**config.mk**
```make
export PLATFORM = sky130hd
export DESIGN_NAME = aes_core_arbiter
export DESIGN_NICKNAME = d
export VERILOG_FILES = /design/src/rtl/aes_ctrl_pkg.sv /design/src/rtl/aes_core_arbiter_rr_arb2.sv /design/src/rtl/aes_core_arbiter.sv
export SDC_FILE = /design/constraint.sdc
export NUM_CORES = 1
export LEC_CHECK = 0
export BUFFER_PORTS_ARGS = -buffer_cell sky130_fd_sc_hd__buf_2
export CAP_MARGIN = 25
export CORE_AREA = 3 3 254 256
export CTS_CLUSTER_SIZE = 12
export DETAILED_ROUTE_END_ITERATION = 10
export DIE_AREA = 0 0 257 259
export HOLD_SLACK_MARGIN = 0.08
export PLACE_DENSITY = 0.38
export SLEW_MARGIN = 10
export SYNTH_ARGS = -nofsm -noshare
export SYNTH_HDL_FRONTEND = slang
export SYNTH_HIERARCHICAL = 1
export SYNTH_SLANG_ARGS = --single-unit
```
**constraint.sdc**
```tcl
create_clock -name clk -period 2.55 [get_ports clk]
set_input_delay 0.51 -clock clk [delete_from_list [all_inputs] [get_ports clk]]
set_output_delay 0.51 -clock clk [all_outputs]
set_load 0.01 [all_outputs]
```
**src/rtl/aes_ctrl_pkg.sv**
```systemverilog
// Shared types and constants for the AES core arbiter.
package aes_ctrl_pkg;

  localparam int unsigned AES_BLOCK_W           = 128;
  localparam int unsigned DEFAULT_SETTLE_CYCLES = 16;

  // IDLE waits for a request; SETTLE owns the shared core until its output is stable.
  typedef enum logic {
    ST_IDLE   = 1'b0,
    ST_SETTLE = 1'b1
  } aes_state_e;

endpackage

```
**src/rtl/aes_core_arbiter_rr_arb2.sv**
```systemverilog
// Two-input round-robin arbiter with a last-granted pointer and one-hot grant.
module rr_arb2
  import aes_ctrl_pkg::*;
(
  input  logic       i_clk,
  input  logic       i_rst,
  input  logic [1:0] i_req,
  input  logic       i_en,
  output logic [1:0] o_grant
);

  // 1 means requester 1 was granted last, so requester 0 wins the next tie.
  logic r_last;

  // Grant: a lone requester always wins; a tie goes to the one not granted last.
  always_comb begin
    o_grant = '0;
    if (i_en) begin
      case (i_req)
        2'b01:   o_grant = 2'b01;
        2'b10:   o_grant = 2'b10;
        2'b11:   o_grant = r_last ? 2'b01 : 2'b10;
        default: o_grant = '0;
      endcase
    end
  end

  // Pointer: moves only when a grant is actually issued.
  always_ff @(posedge i_clk) begin
    if (i_rst) begin
      r_last <= 1'b1;
    end else if (|o_grant) begin
      r_last <= o_grant[1];
    end
  end

endmodule

```
**src/rtl/aes_core_arbiter.sv**
```systemverilog
// Shares one combinational AES core between two requesters: grants one job at a
// time, registers its block into the core, waits SETTLE_CYCLES, captures the result.
module aes_core_arbiter
  import aes_ctrl_pkg::*;
#(
  parameter int unsigned SETTLE_CYCLES = DEFAULT_SETTLE_CYCLES,
  parameter int unsigned DATA_W        = AES_BLOCK_W
) (
  input  logic              clk,
  input  logic              rst,
  input  logic [1:0]        req,
  input  logic [DATA_W-1:0] data0,
  input  logic [DATA_W-1:0] data1,
  output logic [1:0]        ack,
  output logic [1:0]        done,
  output logic [DATA_W-1:0] result,
  output logic              busy,
  output logic [DATA_W-1:0] core_data,
  input  logic [DATA_W-1:0] core_result
);

  localparam int unsigned      CNT_W    = $clog2(SETTLE_CYCLES + 1);
  localparam logic [CNT_W-1:0] CNT_LAST = CNT_W'(SETTLE_CYCLES - 1);
  localparam logic [CNT_W-1:0] CNT_ONE  = CNT_W'(1);

  aes_state_e       r_state;
  aes_state_e       w_next_state;
  logic [CNT_W-1:0] r_cnt;
  logic             r_owner;
  logic [1:0]       w_grant;
  logic             w_arb_en;
  logic             w_load;
  logic             w_finish;

  rr_arb2 u_arb (
    .i_clk   (clk),
    .i_rst   (rst),
    .i_req   (req),
    .i_en    (w_arb_en),
    .o_grant (w_grant)
  );

  // State register.
  always_ff @(posedge clk) begin
    if (rst) begin
      r_state <= ST_IDLE;
    end else begin
      r_state <= w_next_state;
    end
  end

  // Next state: leave IDLE on any request, leave SETTLE on the last settle cycle.
  always_comb begin
    w_next_state = r_state;
    case (r_state)
      ST_IDLE:   if (|req)              w_next_state = ST_SETTLE;
      ST_SETTLE: if (r_cnt == CNT_LAST) w_next_state = ST_IDLE;
      default:                          w_next_state = ST_IDLE;
    endcase
  end

  // State decode: arbitration only runs in IDLE, so SETTLE-time requests wait.
  always_comb begin
    w_arb_en = (r_state == ST_IDLE);
    w_load   = |w_grant;
    w_finish = (r_state == ST_SETTLE) && (r_cnt == CNT_LAST);
    busy     = (r_state == ST_SETTLE);
  end

  // Datapath: ack/done are registered one-cycle pulses; core_data only moves on a grant.
  always_ff @(posedge clk) begin
    if (rst) begin
      ack       <= '0;
      done      <= '0;
      result    <= '0;
      core_data <= '0;
      r_cnt     <= '0;
      r_owner   <= 1'b0;
    end else begin
      ack  <= w_grant;
      done <= '0;
      if (w_load) begin
        core_data <= w_grant[1] ? data1 : data0;
        r_owner   <= w_grant[1];
        r_cnt     <= '0;
      end else if (r_state == ST_SETTLE) begin
        r_cnt <= r_cnt + CNT_ONE;
      end
      if (w_finish) begin
        result <= core_result;
        done   <= r_owner ? 2'b10 : 2'b01;
      end
    end
  end

endmodule

```
Word-level counts from Yosys, hierarchy flattened
Index checks and enable logic that the tools add are counted.

storage, ports and cells
  output and inout port bits = 261
  logic and storage cells = 28
  flip-flop bits (word level) = 268

cells by class
  reductions and logical operators = 5
  equal/unequal tests = 4
  multiplexer cells = 8
  bitwise gates (word level) = 2
  add/subtract/negate cells = 1

operators with widths
  cell                                                                   number
  128-bit 2-to-1 mux                                                     1
  2-bit 2-to-1 mux                                                       3
  2-bit one-hot mux with 3 select lines                                  1
  2-bit OR reduction                                                     3
  5-bit by 1-bit adder with 5-bit output, second input constant          1
  5-bit by 4-bit equality test with 1-bit output, second input constant  1
  2-bit equality test, second input constant                             2
  3-bit OR reduction                                                     1
  2-bit by 1-bit equality test with 1-bit output, second input constant  1
  1-bit 2-to-1 mux                                                       2
  1-bit NOT                                                              2
  1-bit one-hot mux with 2 select lines                                  1
  1-bit logical AND                                                      1

Logic depth before layout (Yosys ltp)
  depth after elaboration = 4
  depth in mapped cells = 9

Modules after synthesis
The synthesis kept the hierarchy.

modules (own cells, without submodules)
  module            times used  area each (µm²)  cells an instance
  aes_core_arbiter  1           10239.8          896
  rr_arb2           1           58.8             8

Worst setup path after synthesis
Ideal clock, no wire load.

  kind = register to register
  start = register r_cnt[0]
  end = register result[11]
  period minus slack after synthesis = 1.698 ns
  cell stages (with the launch flop) = 9
  data required time = 2.433 ns
  setup slack = 0.852 ns
  path buffers = 3
  arrival = 1.581 ns
  cell sequence = dfxtp_1 ha_1 and3_1 ha_1 and3b_1 buf_2 buf_6 buf_6 a22o_1

on the way
  cells in the longest elaborated chain, start to end = 2

RTL lines
  element                                         line                    source
  from (decl)                                     aes_core_arbiter.sv:28  logic [CNT_W-1:0] r_cnt;
  from (signal assigned)                          aes_core_arbiter.sv:87  r_cnt <= r_cnt + CNT_ONE;
  5-bit by 4-bit equality test with 1-bit output  aes_core_arbiter.sv:66  w_finish = (r_state == ST_SETTLE) && (r_cnt == CNT_LAST);
  1-bit logical AND                               aes_core_arbiter.sv:66
  to (signal assigned)                            aes_core_arbiter.sv:90  result <= core_result;
  to (decl)                                       aes_core_arbiter.sv:16  output logic [DATA_W-1:0] result,

No other way between the ends.
A chain may end at the register's enable or synchronous reset.

Worst setup path in the final report
  start = register r_cnt[0]
  end = register result[114]

Same word-level chain as after synthesis.

==> results.env <==
STATUS='finished, final reports clean'
SYN_NETS=1294
CLKSLEWWORSTSETUPHOLDPATHS_PS=60
FLOORPLAN.DIE.WIDTH_UM=257
WL_PER_CELL_UM=17.5
POST-DP-HPWL_MM=30.9
SYNTH_COMPOUND_GATE_AREA_SHARE=0.209
YOSYS_WARNINGS=6
PLACEMENT.CELL_AREA_MM2=0.0144
CRITPATHMOSTFREQUENTCELL='ha_1'
REMAINING_DRCS=0
CTS_HOLD_BUF=0
AREA_OF_THE_CORE_MM2=0.0627
YOSYSUNIQUECELLTYPES=29
POSTLAYOUTCELLAREA_MM2=0.0155
GRT_UTIL_ALL_LAYERS=0.119
WORST_HOLD_PATH_TYPE='primary input to flop'
CLOCK_SKEW_PS=10.1
CLKSINKCOUNT=268
SYNTH_TOP_AREA_FRAC=0.521
SETUP.WORST_PATH.CLASS='flop to flop'
PEAKVDDDROP_V=0.000315
CRIT_SLOWEST_CELL='buf_12'
FINALNETCOUNT=1917
POSTROUTEWIRELENGTH_MM=42.0
CP.ARRIVAL_PS=2460
POWER-PER-CELL-AREA_mW_PER_MM2=682
EFFECTIVE_UTILIZATION_AT_FLOORPLAN=0.164
CTS_MADE_BUFFERS=35
SYN_INST=904
SYNTHMOSTINSTANTIATEDCELL='dfxtp_1'
YOSYS_REGISTER_BITS=268
WORSTPATHREQUIRED_PS=3020
WORST_SETUP_SP_TYPE='flop'
YOSYS.AREA_SHARE.XOR_XNOR=0.000850
PATH_MAX_FANOUT=115
SYNTH_ASYNC_SR_FLOP_SHARE=0
SYNTH_MUX_AREA_FRAC=0.126
SYNTH_TOP_FAMILY_BY_AREA='compound AO/OA/AOI/OAI gates'
SLEW_HEADROOM=0.615
YS_SEQ_AREA_FRAC=0.521
HOLD_VIOLATIONS=0
CRIT_PATH_CELLS='ha_1, and3_1, ha_1, a21oi_4, buf_12, a22o_1'
TIGHTESTPINTRANSITION_PS=577
PLACE.PORT_BUFFERS=648
FINAL_CORE_UTILIZATION=0.247
GLOBAL_ROUTE_WIRE_LENGTH_BEFORE_REPAIR_MM=61.9
TIMING.FINAL.MAX_SLEW_VIOLATIONS=0
CTSROOTBUFFERMASTER='clkbuf_16'
CTSLONGESTPATHBUFFERS=3
SYN-CELL-AREA_MM2=0.0103
TRITONCTS='done'
FIRST_GLOBAL_VIAS=9854
GLOBAL_ROUTE.OVERFLOW_TOTAL=0
CTS.REPAIR_TIMING.SETUP_BUFFER_COUNT=0
POWER_LEAKAGE_nW=7.20
CLK_LATENCY_PS=530
SETUP_VIOLATIONS=0
END_KIND='flop'
SYNTH_EDF_COUNT=0
FINALWEIGHTEDCONGESTION=0.859
LARGEST_NET_DEGREE_AT_THE_START_OF_GLOBAL_ROUTING=116
RSZ0062_AT_GRT='false'
YOSYS.AREA_SHARE.ADDER=0.00243
DRV_CAP=0
CTS_MAX_LEVEL=2
TIMING.CRITICAL_PATH.SLOWEST_CELL_DELAY_PS=400
NETLIST_TOP_CELLS_COUNT='dfxtp_1, a211oi_1, mux2i_1, nor2b_1, a22o_1'
DIE_H_UM=259
DRT_PASS1_ITERATIONS=4
AREA_GROWTH_SYN_TO_LAYOUT_PCT=50.7
TOP_FLIP_FLOP_CELL_BY_INSTANCE_COUNT_AFTER_SYNTHESIS='dfxtp_1'
DR_TOTAL_VIAS=9483
POST_ROUTE_CELLS_DRIVE_ABOVE_1_SHARE=0.471
FMAX_MHz=503
SYN-MEAN-INSTANCE-AREA_UM2=11.4
NETLIST.TOP_CELL.BY_AREA='dfxtp_1'
POST_CTS_RESIZE_COUNT=0
VIAS_PER_CELL=3.96
DIEAREA_MM2=0.0666
YOSYS-TOP-CELLS-AREA='dfxtp_1, mux2i_1, a22o_1'
PLACEMENT_ROWS=92
TOTALNEGATIVESETUPSLACK_PS=0
SYNTH_SIMPLE_GATE_AREA_SHARE=0.0871
IOPINCOUNT=649
POST_LAYOUT_MIN_PERIOD_PS=1990
GRT_ANTENNA_BEFORE_REPAIR=7
FILL_CELLS=6790
DRT_ITER0_DRC=476
ANTENNA_VIOLATING_NETS_POST_ROUTE=0
LAYOUT_WORST_PATH_CYCLE_SHARE=0.779
-- cells in the final DEF (no fill, tap or decap), types with 5 or more instances in the layout --
cell,netlist,routed
buf_2,21,647
dfxtp_1,268,268
mux2i_1,129,129
nor2b_1,129,129
a211oi_1,129,129
a22o_1,128,128
clkbuf_16,0,36
buf_4,6,17
buf_12,0,10
clkbuf_1,37,9
diode_2,0,5
-- path summary, 6_finish.rpt --
path	slack, ps	from	to	cells past startpoint
worst min register to register	470	r_owner	done[1]	1
worst max-delay path	560	r_cnt[0]	result[114]	6
worst min-delay path	190	core_result[28]	result[28]	2
worst max register to register	560	r_cnt[0]	result[114]	6
-- layer usage --
layer  global-route usage  wire (µm)  vias to the layer above
met5                    0         31                        -
met4               0.0339        873                        4
met3               0.0418       3610                       52
met2                0.215      21100                      431
met1                0.133      16400                     4403
li1                     -          -                     4593
-- metrics by stage --
step	cells	power [W]	setup WS [ps]	hold WS (ps)
6_report	2396	0.0106	564	186
5_1_grt	2395	0.0111	450	147
4_1_cts	2391	0.0108	554	130
3_5_place_dp	2336	0.00595	556	458
3_3_place_gp	2336	0.00595	588	450
2_1_floorplan	904	0.00523	852	430
-- cell families after synthesis --
kind of cell	Yosys count
multiplexers	130
AND/OR/NAND/NOR	144
XOR/XNOR	1
adder cells (fa/ha/maj)	2
flip-flops	268
AO/OA/AOI/OAI	266
buffers and inverters	93
-- cell type report --
type | instances | area [µm²] | share of cell area
inverters | 5 | 21.3 | 0.00137
well taps | 846 | 1060 | 0.0682
diodes | 5 | 12.5 | 0.000806
flip-flops and latches | 268 | 5370 | 0.346
repair buffers | 674 | 3570 | 0.230
clock buffers | 47 | 962 | 0.0620
multi-input cells | 543 | 4420 | 0.285
clock inverters | 8 | 109 | 0.00701
-- flip-flops by register name (all words and copies together), names as in the netlist --
name          cells
r_owner           1
busy              1
core_data       128
done              2
r_cnt             5
ack               2
result          128
u_arb/r_last      1
-- report_power, final --
group | internal (W) | total, W | switching (W)
Combinational | 0.000652 | 0.00134 | 0.000687
Sequential | 0.00439 | 0.00450 | 0.000107
Clock | 0.00284 | 0.00474 | 0.00190
Total | 0.00788 | 0.0106 | 0.00270
-- critical path, delay by kind of cell (launching register included) --
| kind | cells | cell delay [ps] |
|---|---|---|
| compound gates | 2 | 430 |
| simple gates | 1 | 190 |
| buf+inv | 1 | 400 |
| flops | 1 | 340 |
| fa+ha+maj | 2 | 450 |
Power figures use the tool's default switching activity.
